`src/rtl/uart_tx_arbiter.sv`:
```
// rtl/uart_tx_arbiter.sv - round-robin arbiter sharing one UART transmitter among NUM_REQ byte producers
module uart_tx_arbiter #(
   parameter int NUM_REQ = 4,
   parameter int DATA_W  = 8,
   parameter int TIMEOUT = 20000
) (
   input  logic                        clk,
   input  logic                        rst,
   input  logic [NUM_REQ-1:0]          req,
   input  logic [NUM_REQ*DATA_W-1:0]   req_data,
   output logic [NUM_REQ-1:0]          ack,
   output logic                        tx_err,
   output logic                        busy,
   output logic [$clog2(NUM_REQ)-1:0]  gnt_id,
   output logic                        send,
   output logic [DATA_W-1:0]           dintx,
   input  logic                        donetx
);

   localparam int ID_W = $clog2(NUM_REQ);
   localparam int WD_W = $clog2(TIMEOUT);
   // Expiry is detected one count early so tx_err lands exactly TIMEOUT cycles after send.
   localparam logic [WD_W-1:0] WD_LAST = WD_W'(TIMEOUT - 2);

   typedef enum logic [1:0] {IDLE, SEND, WAIT, DONE} state_t;

   state_t          state;
   logic [ID_W-1:0] ptr;
   logic [WD_W-1:0] wdog;
   logic [ID_W-1:0] pick;
   logic [ID_W-1:0] next_ptr;
   logic            found_hi;
   logic            found_lo;

   // First pass searches [ptr, NUM_REQ), second pass wraps to [0, ptr).
   always_comb begin
      pick     = '0;
      found_hi = 1'b0;
      found_lo = 1'b0;
      for (int i = 0; i < NUM_REQ; i++) begin
         if (!found_hi && req[i] && (ID_W'(i) >= ptr)) begin
            found_hi = 1'b1;
            pick     = ID_W'(i);
         end
      end
      for (int i = 0; i < NUM_REQ; i++) begin
         if (!found_hi && !found_lo && req[i] && (ID_W'(i) < ptr)) begin
            found_lo = 1'b1;
            pick     = ID_W'(i);
         end
      end
   end

   assign next_ptr = (gnt_id == ID_W'(NUM_REQ - 1)) ? '0 : gnt_id + 1'b1;

   always_ff @(posedge clk or negedge rst) begin
      if (!rst) begin
         state  <= IDLE;
         ptr    <= '0;
         wdog   <= '0;
         send   <= 1'b0;
         dintx  <= '0;
         ack    <= '0;
         tx_err <= 1'b0;
         busy   <= 1'b0;
         gnt_id <= '0;
      end else begin
         send   <= 1'b0;
         ack    <= '0;
         tx_err <= 1'b0;
         case (state)
            IDLE: begin
               if (|req) begin
                  state  <= SEND;
                  send   <= 1'b1;
                  busy   <= 1'b1;
                  gnt_id <= pick;
                  dintx  <= req_data[pick*DATA_W +: DATA_W];
               end
            end
            SEND: begin
               wdog  <= '0;
               state <= WAIT;
            end
            WAIT: begin
               if (donetx) begin
                  ack   <= NUM_REQ'(1) << gnt_id;
                  ptr   <= next_ptr;
                  state <= DONE;
               end else if (wdog == WD_LAST) begin
                  tx_err <= 1'b1;
                  ptr    <= next_ptr;
                  state  <= DONE;
               end else begin
                  wdog <= wdog + 1'b1;
               end
            end
            DONE: begin
               busy  <= 1'b0;
               state <= IDLE;
            end
            default: state <= IDLE;
         endcase
      end
   end

endmodule

```
`config.mk`:
```
export PLATFORM = sky130hd
export DESIGN_NAME = uart_tx_arbiter
export DESIGN_NICKNAME = d
export VERILOG_FILES = /design/src/rtl/uart_tx_arbiter.sv
export SDC_FILE = /design/constraint.sdc
export NUM_CORES = 1
export LEC_CHECK = 0
export CAP_MARGIN = 40
export CORE_MARGIN = 2
export CORE_UTILIZATION = 35
export CTS_BUF_LIST = sky130_fd_sc_hd__clkbuf_16
export DETAILED_ROUTE_END_ITERATION = 10
export PLACE_DENSITY_LB_ADDON = 0.3
export SLEW_MARGIN = 20
export SYNTH_ARGS = -nofsm -noshare
export SYNTH_HDL_FRONTEND = slang
export SYNTH_SLANG_ARGS = --single-unit
```
`constraint.sdc`:
```
create_clock -name clk -period 2.7 [get_ports clk]
set_input_delay 0.54 -clock clk [delete_from_list [all_inputs] [get_ports clk]]
set_output_delay 0.54 -clock clk [all_outputs]
set_load 0.01 [all_outputs]
```
==> metrics.md, run 1 <==
| Metric | Value |
|---|---|
| Outcome | `completed` |
| Vias in the first global route | `1717` |
| RSZ-0062 raised after global routing | `false` |
| Syn_area_per_cell | `9.96 µm²` |
| CTS H-tree lvls | `2` |
| Critical hold path startpoint | `wdog[4]` |
| Clock buffer depth | `2` |
| Port Buffer Count | `55` |
| P&R area growth vs syn | `35.8%` |
| Worst hold path type | `flop to flop` |
| Distinct cells, synth | `49` |
| Critical Path AT | `2.37 ns` |
| CP required | `2.86 ns` |
| Die Y | `82.4 µm` |
| Peak supply drop | `0.440 mV` |
| Final TNS setup | `0 ns` |
| Post-route ant nets | `0` |
| Mapped Nets | `266` |
| Die X | `82.4 µm` |
| Critical Path End Type | `flop` |
| Clock sinks | `36` |
| Final WL | `4680 µm` |
| Minimum clock period | `2.21 ns` |
| Die ar. | `6790 µm²` |
| Lkg Pwr | `1.25 nW` |
| Hold Path Depth | `1` |
| DR vias/cell | `5.21` |
| CP max FO | `13` |
| Max frequency | `453 MHz` |
| Pre-antenna DRT Iters | `4` |
| Reg2reg setup slack | `0.70 ns` |
| Sequential fraction of the synthesis area | `0.419` |
| Starting DRT DRC Count | `149` |
| Min-Delay Endpoint | `wdog[4]` |
| Root Buffer | `clkbuf_16` |
| Synth area leader | `dfrtp_1` |
| Post-place setup slack | `0.180 ns` |
| Initial antenna violation count | `0` |
| Met2 global-route usage | `0.232` |
| Share of cells above drive strength 1 | `0.0852` |
| Max_cap viols | `0` |
| Core Area | `5920 µm²` |
| Dominant synthesized flop cell | `dfrtp_1` |
| Reg2Reg Capture Point | `wdog[11]` |
| Number of remaining DRC errors | `0` |
| Grt ovf | `0` |
| Power per cell area | `852 nW/µm²` |
| Yosys warns | `0` |
| Max-slew headroom | `0.709` |
| Most frequent cells after synthesis | `dfrtp_1 (36), nor2_1 (17), nand4_1 (12)` |
| # IOs | `56` |
| Mapped Area | `2150 µm²` |
| Grt met1 use | `0.199` |
| Top-count cell post-synth | `dfrtp_1` |
| Share of the synthesized area in the top cell type | `0.419` |
| Cells after synthesis | `216` |
| GR Util met3 | `0.0609` |
| Clock latency on the worst-skew pair | `0.28 ns` |
| Post-CTS Setup Bufs | `0` |
| Antenna diode count | `0` |
| First-pass GRT wire length | `7910 µm` |
| Largest cells by area after synthesis | `dfrtp_1 (42%), ha_1 (6.4%), mux2i_1 (5.1%)` |
| FFs w/ async S/R, synth | `1.00` |
| Nets@finish | `319` |
| PostCTS Resize Cnt | `0` |
| Clk_skew | `0.00438 ns` |
| # setup viols final | `0` |
| CTS tree | `yes` |
| Post-layout worst setup margin | `0.492 ns` |
| Site Rows | `28` |
| Pins over their slew limit | `0` |
| Startpoint types | `input port` |
| WL/cell | `13.6 µm` |
| Global placer's final weighted congestion | `0.777` |
| Via count | `1797` |
| Crit path kind | `input port to flop` |
| Measured slew at the worst slew-check pin | `0.436 ns` |
| Final period utilization | `0.818` |
| Num CTS Buffers | `5` |
| Grt peak-use layer | `met2` |
| FF-to-FF path depth | `7` |
| HPWL reported at the end of detailed placement | `3600 µm` |
| GRT Total Usage | `0.153` |
| Pin count of the biggest net entering global routing | `37` |
| Number of flops mapped to enable cells by yosys | `0` |
| Total power draw | `2.49 mW` |
| Reg clk slew, reported paths | `0.06 ns` |
| Starting Density | `0.363` |
| Post-CTS Hold Buffers | `0` |
| Start of the worst register-to-register path | `state[0]` |
| #FFs+latches synth | `36` |
| Final Hold Vio Count | `0` |
## metal layers
layer,vias up,wire length [µm]
met2,61,2080
met3,7,401
met5,-,0
li1,903,-
met4,0,53
met1,826,2150
## registers in the layout, summed over array words and instances (netlist names)
| register | count |
|---|---|
| send | 1 |
| busy | 1 |
| state | 2 |
| wdog | 15 |
| gnt_id | 2 |
| ack | 4 |
| ptr | 2 |
| tx_err | 1 |
| dintx | 8 |
## per-stage QoR
step / hold WS [ns] / std cells / area [µm²] / util
after floorplan: 0.244 / 216 / 2150 / -
after global placement: 0.456 / 337 / 2750 / 0.465
after detailed placement: 0.468 / 337 / 2750 / 0.465
after CTS: 0.476 / 345 / 2920 / 0.493
after global routing: 0.487 / 345 / 2920 / 0.493
final: 0.466 / 345 / 2920 / 0.493
## power breakdown
part           internal (mW)  switching, mW
registers              0.685          0.167
clock network          0.433          0.215
logic                  0.502          0.487
total                   1.62          0.868
## placed cells by master, fill, tap and decap left out, drive strengths merged, types with 2 or more instances in the layout
master / n
clkdlybuf4s50: 55
dfrtp: 36
nor2: 17
o21ai: 17
nand4: 12
mux2i: 11
ha: 11
nand2: 10
and3: 9
nor2b: 8
inv: 8
o22ai: 7
a211oi: 7
xor2: 5
clkbuf: 5
buf: 5
nand3: 4
a21oi: 4
nand2b: 4
mux2: 4
o31ai: 3
a31oi: 3
o211ai: 3
nor4: 3
a41oi: 2
a21boi: 2
## worst max-delay path, cell delays in order
cell,delay [ns]
clkdlybuf4s50_1,0.55
nor4_2,0.36
nand2b_2,0.23
inv_2,0.12
and2_1,0.25
a221o_1,0.31
## worst max-delay path by stage
stage	end	from	slack, ns	cells after the start
6_report	dintx[4]	req[3]	0.49	6
3_3_place_gp	dintx[4]	req[3]	0.25	6
5_1_grt	dintx[7]	req[3]	0.32	7
2_1_floorplan	dintx[4]	req[1]	0.69	7
4_1_cts	dintx[4]	req[3]	0.49	6
3_5_place_dp	dintx[4]	req[3]	0.18	6
## area by class of cell
| type | count | area (µm²) |
|---|---|---|
| Sequential cell | 36 | 901 |
| Tap cell | 75 | 93.8 |
| Multi-Input combinational cell | 158 | 1140 |
| Inverter | 8 | 30.0 |
| Timing Repair Buffer | 60 | 588 |
| Clock inverter | 3 | 42.5 |
| Clock buffer | 5 | 125 |
| Fill cell | 552 | 3000 |
## cell families after synthesis
logic type      synth area share
compound gates             0.177
xor+xnor                  0.0204
buf+inv                   0.0512
flops                      0.419
simple gates               0.195
mux                       0.0739
fa+ha+maj                 0.0640
Note: power is estimated with default switching activity, not from simulation.
==> run 2: changes to the inputs <==
clock period = 2.1 ns   (was 2.7 ns; I/O delays follow)
==> run 2 against run 1 <==
Effect of this change:
- sequential cell count stayed put
- sequential share of layout area decreased by 1.4 points
- worst hold slack improved by 0.0070 ns
- combinational power is 57% higher
- highest routed layer unchanged
- non-clock buffer count grew 21
- first-iteration DRC count decreased by 6.0%
- clock-buffer cell count is the same
==> metrics.md, run 2 (synthesized netlist as in run 1, its figures left out) <==
| Metric | Value |
|---|---|
| FF-to-FF path depth | `5 (-2)` |
| Top reg by flops | `wdog` |
| CTS H-tree lvls | `2 (unchanged)` |
| Critical Path AT | `2.09 ns (-0.28 ns)` |
| Die X | `82.4 µm (unchanged)` |
| Minimum clock period | `1.91 ns` |
| Global placer's final weighted congestion | `0.832 (+7.1%)` |
| Antenna diode count | `0 (unchanged)` |
| GRT Total Usage | `0.172 (+0.0191)` |
| Top flop regs | `wdog x15, dintx x8, ack x4` |
| Core Area | `5920 µm² (unchanged)` |
| CTS tree | `yes` |
| Worst hold path type | `flop to flop` |
| Peak supply drop | `0.522 mV (+19%)` |
| Final Hold Vio Count | `0 (unchanged)` |
| Starting DRT DRC Count | `140 (-6.0%)` |
| Site Rows | `28 (unchanged)` |
| Max_cap viols | `0 (unchanged)` |
| Hold Path Depth | `1 (unchanged)` |
| Startpoint types | `input port` |
| P&R area growth vs syn | `42.4%` |
| Max frequency | `522 MHz` |
| Num CTS Buffers | `5 (unchanged)` |
| Lkg Pwr | `1.35 nW (+7.9%)` |
| Power per cell area | `1080 nW/µm² (+26%)` |
| HPWL reported at the end of detailed placement | `3920 µm (+8.8%)` |
| Number of remaining DRC errors | `0 (unchanged)` |
| Post-CTS Hold Buffers | `0 (unchanged)` |
| Pin count of the biggest net entering global routing | `37 (unchanged)` |
| Pins over their slew limit | `0 (unchanged)` |
| # setup viols final | `0 (unchanged)` |
| Fillers | `537 (-2.7%)` |
| Final TNS setup | `0 ns (unchanged)` |
| Post-route ant nets | `0 (unchanged)` |
| Critical hold path startpoint | `wdog[4]` |
| Pre-antenna DRT Iters | `4 (unchanged)` |
| Port Buffer Count | `55 (unchanged)` |
| Grt ovf | `0 (unchanged)` |
| First-pass GRT wire length | `8770 µm (+11%)` |
| Commonest non-fill, non-tap cell in the layout | `clkdlybuf4s50_1` |
| Reg clk slew, reported paths | `0.06 ns (about the same)` |
| Post-CTS Setup Bufs | `0 (unchanged)` |
| Clock latency on the worst-skew pair | `0.28 ns (about the same)` |
| Vias in the first global route | `1837 (+7.0%)` |
| Most frequent cells in the layout | `clkdlybuf4s50_1 (55), dfrtp_1 (36), buf_4 (25)` |
| Max-slew headroom | `0.691 (-0.0178)` |
| Clock buffer depth | `2 (unchanged)` |
| Clk_skew | `0.00654 ns (+0.00216 ns)` |
| Outcome | `completed` |
| Crit path kind | `input port to flop` |
| Start of the worst register-to-register path | `ptr[1]` |
| Share of cells above drive strength 1 | `0.148 (+0.0626)` |
| Post-place setup slack | `-0.108 ns (-0.287 ns)` |
| Via count | `1892 (+5.3%)` |
| # IOs | `56 (unchanged)` |
| Origin of the worst setup path | `req[3]` |
| Initial antenna violation count | `0 (unchanged)` |
| RSZ-0062 raised after global routing | `false` |
| PostCTS Resize Cnt | `0 (unchanged)` |
| WL/cell | `14.0 µm (+2.8%)` |
| Die ar. | `6790 µm² (unchanged)` |
| Nets@finish | `340 (+6.6%)` |
| Die Y | `82.4 µm (unchanged)` |
| CP max FO | `7 (-6)` |
| Critical Path End Type | `flop` |
| Final period utilization | `0.912` |
| DR vias/cell | `5.17 (-0.75%)` |
| Root Buffer | `clkbuf_16` |
| Final WL | `5110 µm (+9.0%)` |
| Measured slew at the worst slew-check pin | `0.463 ns (+0.0267 ns)` |
| CP required | `2.28 ns (-0.58 ns)` |
| Post-layout worst setup margin | `0.185 ns (-0.307 ns)` |
| Max reg flops | `15 (unchanged)` |
| Starting Density | `0.363 (unchanged)` |
| Clock sinks | `36 (unchanged)` |
[run 2: cell count changes in the layout (fill, tap and decap cells not counted), sizes merged]
cell / previous run / this run
buf: 5 / 26
bufinv: 1 / 0
clkinv: 1 / 3
clkinvlp: 1 / 0
[run 2: final cells by class]
cell class                 instances  area, µm²  share of cell area
clock buffer                       5        125              0.0409
clock inverter                     3       13.8             0.00450
inverter                           8       30.0             0.00981
multi-input combinational        158       1140               0.372
sequential                        36        901               0.294
tap                               75       93.8              0.0306
timing repair buffer              81        758               0.248
[run 2: worst max-delay path: stages]
cell and delay, ns:
clkdlybuf4s50_1 0.50, buf_4 0.16, nor2_1 0.04, a221oi_1 0.21, o211ai_1 0.15, and2_1 0.23
buf_12 0.15, a211oi_1 0.22
[run 2: report_power, final]
| group | internal, mW | switching, mW |
|---|---|---|
| Clock | 0.431 | 0.279 |
| Combinational | 0.811 | 0.735 |
| Sequential | 0.881 | 0.162 |
| Total | 2.12 | 1.18 |
[run 2: path summary, 6_finish.rpt]
kind                       slack (ns)        to
setup / recovery                 0.19  dintx[1]
hold / removal                   0.47   wdog[4]
setup reg to reg                 0.22  dintx[4]
hold reg to reg                  0.47   wdog[4]
max in group asynchronous        1.21  dintx[6]
min in group asynchronous        0.56    ptr[0]
[run 2: stage by stage]
step	area (µm²)	cells	total power, mW	hold slack (ns)	utilization
6_report	3060	366	3.30	0.473	0.517
2_1_floorplan	2150	216	1.89	0.124	-
3_5_place_dp	2920	358	2.60	0.466	0.494
5_1_grt	3060	366	3.55	0.488	0.517
4_1_cts	3060	366	3.34	0.474	0.517
3_3_place_gp	2920	358	2.58	0.457	0.494
[run 2: routing by layer]
metal	global-route usage	up-vias	wire, µm	share of wire
met4	0.0600	0	82	0.016
li1	-	946	-	-
met5	0	-	0	0
met2	0.271	59	2320	0.45
met3	0.0554	7	342	0.067
met1	0.220	880	2360	0.46
